### config.mk
export PLATFORM = sky130hd
export DESIGN_NAME = cpu_sequencer
export DESIGN_NICKNAME = d
export VERILOG_FILES = /design/src/rtl/cpu_sequencer.sv
export SDC_FILE = /design/constraint.sdc
export NUM_CORES = 1
export LEC_CHECK = 0
export ABC_CLOCK_PERIOD_IN_PS = 1800
export CAP_MARGIN = 15
export CORE_ASPECT_RATIO = 0.7
export CORE_UTILIZATION = 40
export CTS_BUF_LIST = sky130_fd_sc_hd__clkbuf_4 sky130_fd_sc_hd__clkbuf_8
export DETAILED_ROUTE_END_ITERATION = 10
export PLACE_DENSITY = 0.78
export SETUP_SLACK_MARGIN = 0.5
export SLEW_MARGIN = 5
export SYNTH_ARGS = -nofsm -noshare
export SYNTH_HDL_FRONTEND = slang
export SYNTH_SLANG_ARGS = --single-unit
### constraint.sdc
create_clock -name clk_i -period 1.8 [get_ports clk_i]
set_clock_uncertainty 0.1 [all_clocks]
set_input_delay 0.18 -clock clk_i [delete_from_list [all_inputs] [get_ports clk_i]]
set_output_delay 0.18 -clock clk_i [all_outputs]
set_load 0.03 [all_outputs]
### src/rtl/cpu_sequencer.sv
// rtl/cpu_sequencer.sv - multi-cycle fetch/decode/execute sequencer
// Turns level decoder strobes into single-shot memory, register, flag and PC actions.
module cpu_sequencer #(
  parameter int PC_W        = 8,
  parameter int BUS_TIMEOUT = 15
) (
  input  logic            clk_i,
  input  logic            rst_ni,
  input  logic            run_i,
  output logic            imem_req_o,
  output logic [PC_W-1:0] imem_addr_o,
  input  logic            imem_ack_i,
  input  logic [15:0]     imem_rdata_i,
  output logic [15:0]     ir_o,
  output logic [3:0]      opcode_o,
  input  logic            dec_we_mem_i,
  input  logic            dec_ld_mem_i,
  input  logic            dec_we_reg_i,
  input  logic            dec_en_jmp_i,
  input  logic            dec_use_imm_pc_i,
  input  logic            alu_carry_i,
  input  logic            alu_zero_i,
  output logic            flag_carry_o,
  output logic            flag_zero_o,
  output logic            dmem_req_o,
  output logic            dmem_we_o,
  input  logic            dmem_ack_i,
  output logic            reg_we_o,
  output logic [PC_W-1:0] pc_o,
  output logic            retire_o,
  output logic            bus_err_o,
  output logic [2:0]      state_o
);

  typedef enum logic [2:0] {
    S_IDLE   = 3'd0,
    S_FETCH  = 3'd1,
    S_DECODE = 3'd2,
    S_EXEC   = 3'd3,
    S_MEM    = 3'd4,
    S_WB     = 3'd5,
    S_HALT   = 3'd6
  } state_t;

  localparam int                CNT_W   = $clog2(BUS_TIMEOUT + 1);
  localparam logic [CNT_W-1:0]  CNT_MAX = CNT_W'(BUS_TIMEOUT - 1);

  state_t            r_state, w_state_next;
  logic [PC_W-1:0]   r_pc, w_pc_next;
  logic [15:0]       r_ir, w_ir_next;
  logic              r_carry, w_carry_next;
  logic              r_zero, w_zero_next;
  logic              r_err, w_err_next;
  logic [CNT_W-1:0]  r_cnt, w_cnt_next;
  logic [PC_W-1:0]   w_pc_inc;
  logic              w_cond;
  logic              w_taken;
  state_t            w_retire_state;

  assign w_pc_inc       = r_pc + PC_W'(1);
  assign w_retire_state = run_i ? S_FETCH : S_IDLE;

  // Jump conditions look at the flags registered by earlier instructions.
  always_comb begin
    w_cond = 1'b0;
    unique case (r_ir[11:10])
      2'b00: w_cond = r_zero;
      2'b01: w_cond = !r_zero;
      2'b10: w_cond = r_carry;
      2'b11: w_cond = 1'b0;
    endcase
  end
  assign w_taken = dec_use_imm_pc_i | w_cond;

  always_comb begin
    w_state_next = r_state;
    w_pc_next    = r_pc;
    w_ir_next    = r_ir;
    w_carry_next = r_carry;
    w_zero_next  = r_zero;
    w_err_next   = r_err;
    w_cnt_next   = '0;
    imem_req_o   = 1'b0;
    dmem_req_o   = 1'b0;
    dmem_we_o    = 1'b0;
    reg_we_o     = 1'b0;
    retire_o     = 1'b0;
    case (r_state)
      S_IDLE: if (run_i) w_state_next = S_FETCH;
      S_FETCH: begin
        imem_req_o = 1'b1;
        if (imem_ack_i) begin
          w_ir_next    = imem_rdata_i;
          w_state_next = S_DECODE;
        end else if (r_cnt == CNT_MAX) begin
          w_err_next   = 1'b1;
          w_state_next = S_HALT;
        end else begin
          w_cnt_next = r_cnt + CNT_W'(1);
        end
      end
      S_DECODE: w_state_next = S_EXEC;
      S_EXEC: begin
        if (r_ir[15]) begin
          w_carry_next = alu_carry_i;
          w_zero_next  = alu_zero_i;
        end
        if (dec_en_jmp_i) begin
          w_pc_next    = w_taken ? r_ir[PC_W-1:0] : w_pc_inc;
          retire_o     = 1'b1;
          w_state_next = w_retire_state;
        end else if (dec_we_mem_i || dec_ld_mem_i) begin
          w_state_next = S_MEM;
        end else if (dec_we_reg_i) begin
          w_state_next = S_WB;
        end else begin
          w_pc_next    = w_pc_inc;
          retire_o     = 1'b1;
          w_state_next = w_retire_state;
        end
      end
      S_MEM: begin
        dmem_req_o = 1'b1;
        dmem_we_o  = dec_we_mem_i;
        if (dmem_ack_i) begin
          if (dec_we_mem_i) begin
            w_pc_next    = w_pc_inc;
            retire_o     = 1'b1;
            w_state_next = w_retire_state;
          end else begin
            w_state_next = S_WB;
          end
        end else if (r_cnt == CNT_MAX) begin
          w_err_next   = 1'b1;
          w_state_next = S_HALT;
        end else begin
          w_cnt_next = r_cnt + CNT_W'(1);
        end
      end
      S_WB: begin
        reg_we_o     = 1'b1;
        w_pc_next    = w_pc_inc;
        retire_o     = 1'b1;
        w_state_next = w_retire_state;
      end
      S_HALT: w_state_next = S_HALT;
      default: w_state_next = S_IDLE;
    endcase
  end

  always_ff @(posedge clk_i or negedge rst_ni) begin
    if (!rst_ni) begin
      r_state <= S_IDLE;
      r_pc    <= '0;
      r_ir    <= '0;
      r_carry <= 1'b0;
      r_zero  <= 1'b0;
      r_err   <= 1'b0;
      r_cnt   <= '0;
    end else begin
      r_state <= w_state_next;
      r_pc    <= w_pc_next;
      r_ir    <= w_ir_next;
      r_carry <= w_carry_next;
      r_zero  <= w_zero_next;
      r_err   <= w_err_next;
      r_cnt   <= w_cnt_next;
    end
  end

  assign imem_addr_o  = r_pc;
  assign pc_o         = r_pc;
  assign ir_o         = r_ir;
  assign opcode_o     = r_ir[15:12];
  assign flag_carry_o = r_carry;
  assign flag_zero_o  = r_zero;
  assign bus_err_o    = r_err;
  assign state_o      = r_state;

endmodule

# Word-level counts from Yosys, hierarchy flattened
# Index checks and enable logic that the tools add are counted.
[op_classes]
addsub = 2
n_eq_ne = 17
mux = 36
bitwise = 1
n_reduce_logical = 10
[op_table]
columns = ["operator", "n"]
rows = [
  ["$mux W8", 6],
  ["$mux W3", 8],
  ["$pmux W8 S3", 1],
  ["$pmux W3 S7", 1],
  ["$mux W1", 13],
  ["$mux W4", 3],
  ["$ne A2 B2 Y1 const B", 5],
  ["$eq A3 B3 Y1 const B", 3],
  ["$add A8 B1 Y8 const B", 1],
  ["$pmux W4 S2", 1],
  ["$eq A3 B2 Y1 const B", 2],
  ["$ne A3 B3 Y1 const B", 2],
  ["$reduce_and A5 Y1", 1],
  ["$add A4 B1 Y4 const B", 1],
  ["$eq A2 B2 Y1 const B", 2],
  ["$eq A4 B4 Y1 const B", 1],
  ["$pmux W1 S4", 1],
  ["$reduce_and A2 Y1", 2],
  ["$eq A3 B1 Y1 const B", 1],
  ["$logic_not A3 Y1", 1],
  ["$pmux W1 S3", 1],
  ["$reduce_and A3 Y1", 1],
  ["$reduce_bool A3 Y1", 1],
  ["$eq A2 B1 Y1 const B", 1],
  ["6 further kinds", 6],
]
[totals]
ff_bits = 34
inputBits = 28
output_inout_bits = 47
elab_cells = 73

# Longest topological paths before layout
# Gate-level depths: netlist of the first run.
[logic_depth]
word_depth = 6
depth_mapped = 7
ltp_nobuf = 6

# Worst setup path before layout of the first run
# Ideal clock, no wire load.
[synth_path]
path_type = "register to output"
startpoint = "reg r_state[1], in the netlist state_o[1]"
endpoint = "out dmem_we_o"
arrival_ns = 1.664
required_time_ns = 1.520
setup_slack_ns = -0.144
stages_incl_launch_ff = 6
n_path_buf = 1
path_cell_list = "dfrtp_1 > buf_4 > inv_2 > nand2_2 > nor2_1 > and2_1"
[synth_between]
elab_chain_len = 2
[synth_lines]
columns = ["element", "line", "rtl"]
rows = [
  ["start: declaration", "48", "state_t r_state, w_state_next;"],
  ["start signal: assignment", "161", "r_state <= w_state_next;"],
  ["$eq A3 B3 Y1", "88", "case (r_state)"],
  ["$mux W1", "88", ""],
  ["end: declaration", "26", "output logic dmem_we_o,"],
]
# Every way passes these cells.

# Worst setup path in the final report of the first run
[layout_path]
startpoint = "reg r_zero, in the netlist flag_zero_o"
endpoint = "reg r_pc[7], in the netlist imem_addr_o[7]"
[layout_between]
elab_chain_len = 6
[layout_lines]
columns = ["element", "line", "rtl"]
rows = [
  ["start: declaration", "52", "logic r_zero, w_zero_next;"],
  ["start signal: assignment", "165", "r_zero <= w_zero_next;"],
  ["$logic_not A1 Y1", "68", "2'b01: w_cond = !r_zero;"],
  ["$pmux W1 S4 (*)", "66", "unique case (r_ir[11:10])"],
  ["$or A1 B1 Y1 (*)", "73", "assign w_taken = dec_use_imm_pc_i | w_cond;"],
  ["$mux W8 (*)", "109", "w_pc_next = w_taken ? r_ir[PC_W-1:0] : w_pc_inc;"],
  ["$mux W8 (*)", "108", "if (dec_en_jmp_i) begin"],
  ["$pmux W8 S3 (*)", "88", ""],
  ["end signal: assignment", "162", "r_pc <= w_pc_next;"],
  ["end: declaration", "49", "logic [PC_W-1:0] r_pc, w_pc_next;"],
]
# Every way passes the cells marked *; elsewhere a longest branch is shown, timed or not.
# A chain may end at the register's enable or synchronous reset.

==> results.json, run 1 <==
{
  "finalNetCount": 299,
  "clock_sinks": 34,
  "die_h_um": 59.0,
  "gr-total-overflow": 0,
  "slew_viol_final": 0,
  "slew_headroom_pct": 59.5,
  "vias_per_cell": 5.33,
  "setup_viol": 0,
  "dieArea_um2": 4920,
  "cts_buffers": 5,
  "area_growth_pct": 69.3,
  "critPathTopFamily": "compound AO/OA/AOI/OAI gates",
  "synth_area_leader_cell": "dfrtp_1",
  "critical_path_arrival_ps": 1870,
  "hold_path_class": "in -> async",
  "synth-seq-cells": 34,
  "wl_met1_mm": 2.44,
  "start_kind": "register",
  "slowest_stage": "dfrtp_2",
  "finalInstanceArea_um2": 3140,
  "cts_root_buffer": "clkbuf_8",
  "grt_pass1_vias": 1681,
  "synth_area_leaders": "dfrtp_1 46%, buf_4 6.9%, mux2_2 5.5%, mux2_1 4.9%, mux2_4 3.2%",
  "hold_violations": 0,
  "crit_fanout": 5,
  "detail-route-antenna-nets": 0,
  "cts_max_path_buffers": 2,
  "cp.depth": 5,
  "status": "completed",
  "stdcell_count": 324,
  "dpl.cell_count": 293,
  "ys_seq_area_share_pct": 45.8,
  "rsz0062_at_grt": "true",
  "port_buffers": 74,
  "wl_per_cell_um": 16.9,
  "clock_latency_ps": 290,
  "pin_count": 75,
  "layout_common_cells": "26 x clkdlybuf4s50_1, 24 x dfrtp_1, 24 x buf_6",
  "clk_pin_slew_ps": 70,
  "start_util_pct": 42.2,
  "vias": 1727,
  "routed_wl_mm": 5.49,
  "met2_length_mm": 2.54,
  "synthesis.area_um2": 1860,
  "critPathKind": "reg -> reg",
  "grt_max_degree": 28,
  "layout-drive-gt1-share_pct": 58.7,
  "maxCapViolations": 0,
  "power_leakage_nw": 1.45,
  "max_freq_mhz": 558,
  "ff2ff_path_depth": 5,
  "grt_first_pass_wirelength_mm": 8.38,
  "layout_commonest_cell": "clkdlybuf4s50_1",
  "htree_num_levels": 2,
  "wl_met3_um": 388,
  "drtIter0Drc": 136,
  "synth_top_area_share_pct": 45.8,
  "cp_num_buf_inv": 0,
  "top_layer_used": "met4",
  "place_hpwl_mm": 3.23,
  "critPathCaptureType": "register",
  "cts_tree": "done",
  "crit_chain": "xnor2_2 -> nor2_2 -> o311a_4 -> mux2_4 -> a22o_1",
  "die_w_um": 83.4,
  "powerDensity_nw_per_um2": 1940,
  "cpPeakStageDelay_ps": 430,
  "yosysUniqueCellTypes": 41,
  "drcViolationCount": 0,
  "dr.pass1.iters": 4,
  "antenna_cells": 0,
  "core.rowCount": 20,
  "fin_crit_ps": 1790,
  "place.gp.congestion": 0.868,
  "ir_drop_mv": 1.08,
  "yosysWarnings": 0,
  "post-route-period-util_pct": 99.6,
  "dpl_cell_area_um2": 2740,
  "required_ps": 1880,
  "syn_avg_cell_area_um2": 11.1,
  "synth_fp_nets": 199,
  "synth_cells": 168,
  "power.total_mw": 6.11,
  "antenna_found_initial": 0,
  "core_um2": 4400,
  "grtUsageTotal_pct": 22.6,
  "worstMarginPinSlew_ps": 607
}
-- cell usage after synthesis (all sizes together) --
library cell,n
nor2,16
o211a,1
and3,4
ha,3
nand3,5
buf,19
a22oi,3
a2bb2oi,2
o311a,1
o21ai,10
dfrtp,34
and4,2
xor2,1
o211ai,1
nand3b,1
a22o,3
o2bb2ai,1
a21o,1
nand2b,1
mux2i,3
o221a,2
a21oi,2
nand2,6
inv,8
and3b,1
nor3,5
xnor2,2
a31oi,2
mux2,21
and2,2
nor2b,3
nor3b,1
o22ai,1
-- power by group --
| part | internal [mW] | total (mW) | switching, mW | leakage [nW] |
|---|---|---|---|---|
| clock | 0.320 | 0.590 | 0.270 | 0.0498 |
| combinational | 1.93 | 4.06 | 2.12 | 0.996 |
| sequential | 1.12 | 1.47 | 0.345 | 0.402 |
| total | 3.38 | 6.11 | 2.74 | 1.45 |
-- kinds of logic after synthesis --
kind of cell,Yosys count,share of synthesized area [%]
DFF,34,45.8
AOI/OAI and AO/OA,30,13.3
muxes,24,15.2
buffers and inverters,27,9.03
adders and majority gates,3,2.02
xor gates and xnor gates,3,1.42
and+or+nand+nor,47,13.3
-- per-layer routing --
metal,vias to the layer above,global-route usage [%]
li1,789,-
met1,844,29.5
met2,82,35.5
met3,12,6.27
met4,0,11.1
met5,-,0
-- final timing paths --
kind | slack, ps | start | to
setup / recovery | 7 | flag_zero_o$_DFFE_PN0P_ | imem_addr_o[7]$_DFFE_PN0P_
hold / removal | 340 | rst_ni | r_cnt[2]$_DFF_PN0_
setup reg to reg | 7 | flag_zero_o$_DFFE_PN0P_ | imem_addr_o[7]$_DFFE_PN0P_
hold reg to reg | 350 | bus_err_o$_DFFE_PN0P_ | bus_err_o$_DFFE_PN0P_
max in group asynchronous | 740 | rst_ni | ir_o[3]$_DFFE_PN0P_
min in group clk_i | 350 | bus_err_o$_DFFE_PN0P_ | bus_err_o$_DFFE_PN0P_
-- repair_timing --
| action | in CTS | in global routing |
|---|---|---|
| endpoints found under the setup margin | 81 | 61 |
| buffers inserted | 15 | 5 |
| hold buffers | 1 | 0 |
| endpoints found under the hold margin | 25 | 0 |
| pin swaps | 5 | 12 |
| gates resized for setup | 193 | 64 |
| cloned | 0 | 2 |
-- registers in the layout (all words and copies together), names as in the netlist --
signal,count
ir_o,16
imem_addr_o,8
r_cnt,4
state_o,3
bus_err_o,1
flag_carry_o,1
flag_zero_o,1
-- per-stage QoR --
| stage | utilization [%] | TNS, ps | setup slack, ps | hold slack, ps |
|---|---|---|---|---|
| 2_1_floorplan | - | 0 | 64.1 | -216 |
| 3_3_place_gp | 62.1 | -16.7 | -16.7 | 116 |
| 3_5_place_dp | 62.1 | -123 | -54.5 | 125 |
| 4_1_cts | 68.7 | 0 | 65.9 | 351 |
| 5_1_grt | 71.4 | -179 | -48.3 | 379 |
| 6_report | 71.4 | 0 | 7.32 | 342 |
-- cell type report --
cell class              instances  area, um2
clock buffers                   8       91.3
inverters                       8       32.5
flip-flops and latches         34        863
well taps                      55       68.8
repair buffers                111       1050
fillers                       312       1260
multi-input cells             108       1040
Note: power is estimated with default switching activity, not from simulation.
==> run 2: changes to the inputs <==
ABC_CLOCK_PERIOD_IN_PS = 1650   (was 1800)
CORE_UTILIZATION = 45   (was 40)
GPL_ROUTABILITY_DRIVEN = 0   (was default)
PLACE_DENSITY = 0.83   (was 0.78)
clock period = 1.65 ns   (was 1.8 ns; I/O delays follow)
==> run 2 against run 1 <==
  * The run now ends with hold timing, setup timing left
  * Register-to-register slack worse by 230 ps
  * Via count grew 10%
  * Clock power increased by 23%
  * Wire length increased by 28%
  * Setup slack worse by 230 ps
  * Cell count increased by 4.3%
  * Worst hold slack got worse by 510 ps
  * Count of clock-buffer cells in the layout did not move
  * Power up 27%
  * Critical path type unchanged
  * Critical endpoint is now imem_addr_o[2]$_DFFE_PN0P_
==> results.json, run 2 (synthesis gave the netlist of run 1 again) <==
{
  "status": "finished, violations left",
  "violations": "hold timing, setup timing",
  "required_ps": 1700,
  "area_growth_pct": 86.1,
  "vias_per_cell": 5.64,
  "core.rowCount": 19,
  "routed_wl_mm": 7.02,
  "slew_headroom_pct": 50.2,
  "fin_crit_ps": 1880,
  "grt_first_pass_wirelength_mm": 9.14,
  "finalNetCount": 316,
  "power.total_mw": 7.78,
  "port_buffers": 74,
  "drtIter0Drc": 189,
  "gr-total-overflow": 0,
  "layout_common_cells": "65 x buf_6, 31 x buf_4, 26 x clkdlybuf4s50_1",
  "power_leakage_nw": 1.60,
  "start_util_pct": 47.1,
  "dieArea_um2": 4390,
  "dpl_cell_area_um2": 2850,
  "stdcell_count": 338,
  "detail-route-antenna-nets": 0,
  "slew_viol_final": 0,
  "hold_path_class": "in -> async",
  "pin_count": 75,
  "grt_max_degree": 35,
  "start_kind": "register",
  "clock_sinks": 34,
  "cts_tree": "done",
  "worstMarginPinSlew_ps": 747,
  "cts_root_buffer": "clkbuf_8",
  "htree_num_levels": 2,
  "place_hpwl_mm": 3.57,
  "fin_hold_ws_ps": -167,
  "clock_latency_ps": 290,
  "wl_per_cell_um": 20.8,
  "cts_buffers": 5,
  "post-place-ws_ps": -127,
  "finalInstanceArea_um2": 3450,
  "grtUsageTotal_pct": 27.9,
  "cts_max_path_buffers": 2,
  "critPathCaptureType": "register",
  "core_um2": 3950,
  "fin_util_pct": 87.5,
  "die_w_um": 78.8,
  "layout_commonest_cell": "buf_6",
  "dr.pass1.iters": 4,
  "ir_drop_mv": 1.58,
  "largest_reg_flops": 16,
  "critical_path_arrival_ps": 1930,
  "finalSetupTns_ps": -2110,
  "die_h_um": 55.7,
  "rsz0062_at_grt": "true",
  "hold_violations": 34,
  "clk_pin_slew_ps": 70,
  "vias": 1906,
  "antenna_found_initial": 0,
  "layout_setup_ws_ps": -225,
  "maxCapViolations": 0,
  "drcViolationCount": 0,
  "layout-drive-gt1-share_pct": 63.3,
  "grt_pass1_vias": 1839,
  "crit_fanout": 7,
  "nFillCells": 170,
  "antenna_cells": 0,
  "setup_viol": 25,
  "post-route-period-util_pct": 114,
  "powerDensity_nw_per_um2": 2250,
  "max_freq_mhz": 533,
  "critPathKind": "reg -> reg",
  "dpl.cell_count": 301
}
## run 2: area by class of cell
class                   count  area [um2]  area share (%)
repair buffers            129        1300            37.6
flip-flops and latches     34         867            25.1
clock buffers               8         110            3.19
multi-input cells         107        1080            31.2
inverters                   8        35.0            1.01
well taps                  52        65.1            1.88
## run 2: layer usage
metal | track usage, % | vias up | routed length, um
li1 | - | 815 | -
met1 | 36.6 | 959 | 2810
met2 | 45.1 | 108 | 3500
met3 | 5.57 | 24 | 448
met4 | 11.9 | 0 | 259
met5 | 0 | - | 0
## run 2: path summary, 6_finish.rpt
kind,start,endpoint,slack (ps),depth (start not counted)
worst max register to register,ir_o[10]$_DFFE_PN0P_,imem_addr_o[2]$_DFFE_PN0P_,-230,6
worst min register to register,bus_err_o$_DFFE_PN0P_,bus_err_o$_DFFE_PN0P_,350,1
max in group asynchronous,rst_ni,ir_o[15]$_DFFE_PN0P_,1080,1
worst min-delay path,rst_ni,flag_carry_o$_DFFE_PN0P_,-170,1
min in group clk_i,bus_err_o$_DFFE_PN0P_,bus_err_o$_DFFE_PN0P_,350,1
worst max-delay path,ir_o[10]$_DFFE_PN0P_,imem_addr_o[2]$_DFFE_PN0P_,-230,6
## run 2: repair_timing
item | CTS | global route
endpoints found under the hold margin | 34 | 34
buffers inserted | 17 | 12
setup endpoints to repair | 81 | 78
resized for setup | 291 | 68
pin swaps | 6 | 10
## run 2: power breakdown
group | internal (mW) | switching, mW
clock network | 0.421 | 0.307
registers | 1.23 | 0.481
logic | 2.75 | 2.59
## run 2: critical path: stages (launching register included)
cell	delay [ps]
dfrtp_2	440
xnor2_2	180
nor2_1	90
o311a_4	380
buf_6	160
mux2i_1	230
a22oi_1	150
==> run 3: changes to the inputs <==
CORE_MARGIN = 2   (was default)
==> run 3 against run 2 <==
  * Via count decreased by 3.1%
  * Cell count increased by 0.59%
  * Largest cell class unchanged
  * Count of clock-buffer cells in the layout unchanged
  * Largest power group unchanged
  * Clock power increased by 3%
  * Critical endpoint is now imem_addr_o[6]$_DFFE_PN0P_
  * The flow finishes with violations (setup timing)
  * Critical path depth decreased by 1
  * Core utilization decreased by 1.7 points
  * Worst hold slack improved by 490 ps
  * Maximum frequency increased by 3.8%
  * Non-clock buffer count increased by 2
==> results.json, run 3 (synthesis gave the netlist of run 1 again) <==
{
  "max_freq_mhz": 554,
  "layout_setup_ws_ps": -156,
  "start_kind": "register",
  "rsz0062_at_grt": "true",
  "cts_tree": "done",
  "dieArea_um2": 4660,
  "vias": 1847,
  "routed_wl_mm": 6.72,
  "hold_path_class": "in -> async",
  "ir_drop_mv": 1.40,
  "critPathCaptureType": "register",
  "cts_buffers": 5,
  "grt_max_degree": 35,
  "required_ps": 1740,
  "antenna_found_initial": 0,
  "vias_per_cell": 5.43,
  "largest_reg_flops": 16,
  "htree_num_levels": 2,
  "layout-drive-gt1-share_pct": 59.4,
  "slew_headroom_pct": 71.5,
  "die_h_um": 57.7,
  "grt_pass1_vias": 1730,
  "detail-route-antenna-nets": 0,
  "fin_crit_ps": 1810,
  "die_w_um": 80.8,
  "slew_viol_final": 0,
  "layout_commonest_cell": "buf_6",
  "grtUsageTotal_pct": 23.9,
  "critPathKind": "reg -> reg",
  "cts_max_path_buffers": 2,
  "place_hpwl_mm": 3.59,
  "status": "finished, violations left",
  "pin_count": 75,
  "post-route-period-util_pct": 109,
  "drcViolationCount": 0,
  "dr.pass1.iters": 4,
  "violations": "setup timing",
  "finalNetCount": 318,
  "gr-total-overflow": 0,
  "core_um2": 3950,
  "grt_first_pass_wirelength_mm": 8.28,
  "hold_violations": 0,
  "fin_hold_ws_ps": 323,
  "powerDensity_nw_per_um2": 2270,
  "finalSetupTns_ps": -1920,
  "area_growth_pct": 82.5,
  "power_leakage_nw": 1.61,
  "clock_sinks": 34,
  "critical_path_arrival_ps": 1900,
  "port_buffers": 74,
  "drtIter0Drc": 184,
  "layout_common_cells": "58 x buf_6, 36 x buf_4, 25 x clkdlybuf4s50_1",
  "worstMarginPinSlew_ps": 427,
  "setup_viol": 24,
  "clk_pin_slew_ps": 80,
  "clock_latency_ps": 300,
  "maxCapViolations": 0,
  "cts_root_buffer": "clkbuf_8",
  "crit_fanout": 7,
  "wl_per_cell_um": 19.8,
  "start_util_pct": 47.1,
  "antenna_cells": 0,
  "core.rowCount": 19
}
==> run 3: path summary, 6_finish.rpt <==
kind | slack [ps] | start | depth (start not counted) | to
setup / recovery | -160 | ir_o[10]$_DFFE_PN0P_ | 5 | imem_addr_o[6]$_DFFE_PN0P_
hold / removal | 320 | rst_ni | 3 | imem_addr_o[0]$_DFFE_PN0P_
setup reg to reg | -160 | ir_o[10]$_DFFE_PN0P_ | 5 | imem_addr_o[6]$_DFFE_PN0P_
hold reg to reg | 360 | bus_err_o$_DFFE_PN0P_ | 1 | bus_err_o$_DFFE_PN0P_
max in group asynchronous | 790 | rst_ni | 3 | imem_addr_o[1]$_DFFE_PN0P_
min in group clk_i | 360 | dec_we_mem_i | 4 | state_o[2]$_DFFE_PN0P_
==> run 3: final cells by class <==
| class | instances | area (um2) |
|---|---|---|
| Timing Repair Buffer | 131 | 1290 |
| Multi-Input combinational cell | 107 | 1020 |
| Sequential cell | 34 | 867 |
| Fill cell | 179 | 558 |
| Clock buffer | 8 | 110 |
| Tap cell | 52 | 65.1 |
| Inverter | 8 | 35.0 |
==> run 3: repair_timing <==
item                                   CTS  global route
setup endpoints to repair               81            73
pin swaps                                8             3
endpoints found under the hold margin   34             0
gates resized for setup                300            29
buffers inserted                        21             9
hold buffers                             1             0
==> run 3: critical path: stages, from the launching register on <==
cell,delay [ps]
dfrtp_2,430
xnor2_1,190
nor2_1,90
o311a_4,380
mux2_4,320
a22o_1,170
==> run 3: power breakdown <==
group,internal (mW),leakage [nW],switching (mW)
combinational,2.69,1.15,2.58
sequential,1.23,0.399,0.435
clock,0.422,0.0575,0.326
==> run 3: through the flow <==
stage | std cells | setup slack [ps] | cell area [um2] | utilization (%) | total power, mW
6_report | 340 | -156 | 3390 | 85.9 | 7.68
5_1_grt | 340 | -223 | 3390 | 85.9 | 7.98
4_1_cts | 331 | -78.0 | 3220 | 81.7 | 7.08
3_5_place_dp | 301 | -225 | 2870 | 72.6 | 5.79
3_3_place_gp | 301 | -145 | 2870 | 72.6 | 5.69
2_1_floorplan | 168 | -85.9 | 2020 | - | 4.30
==> run 3: layer usage <==
layer	vias up	GRT usage (%)	wire length, um
li1	823	-	-
met1	917	30.9	2730
met2	88	40.2	3330
met3	19	5.61	447
met4	0	7.99	215
met5	-	0	0
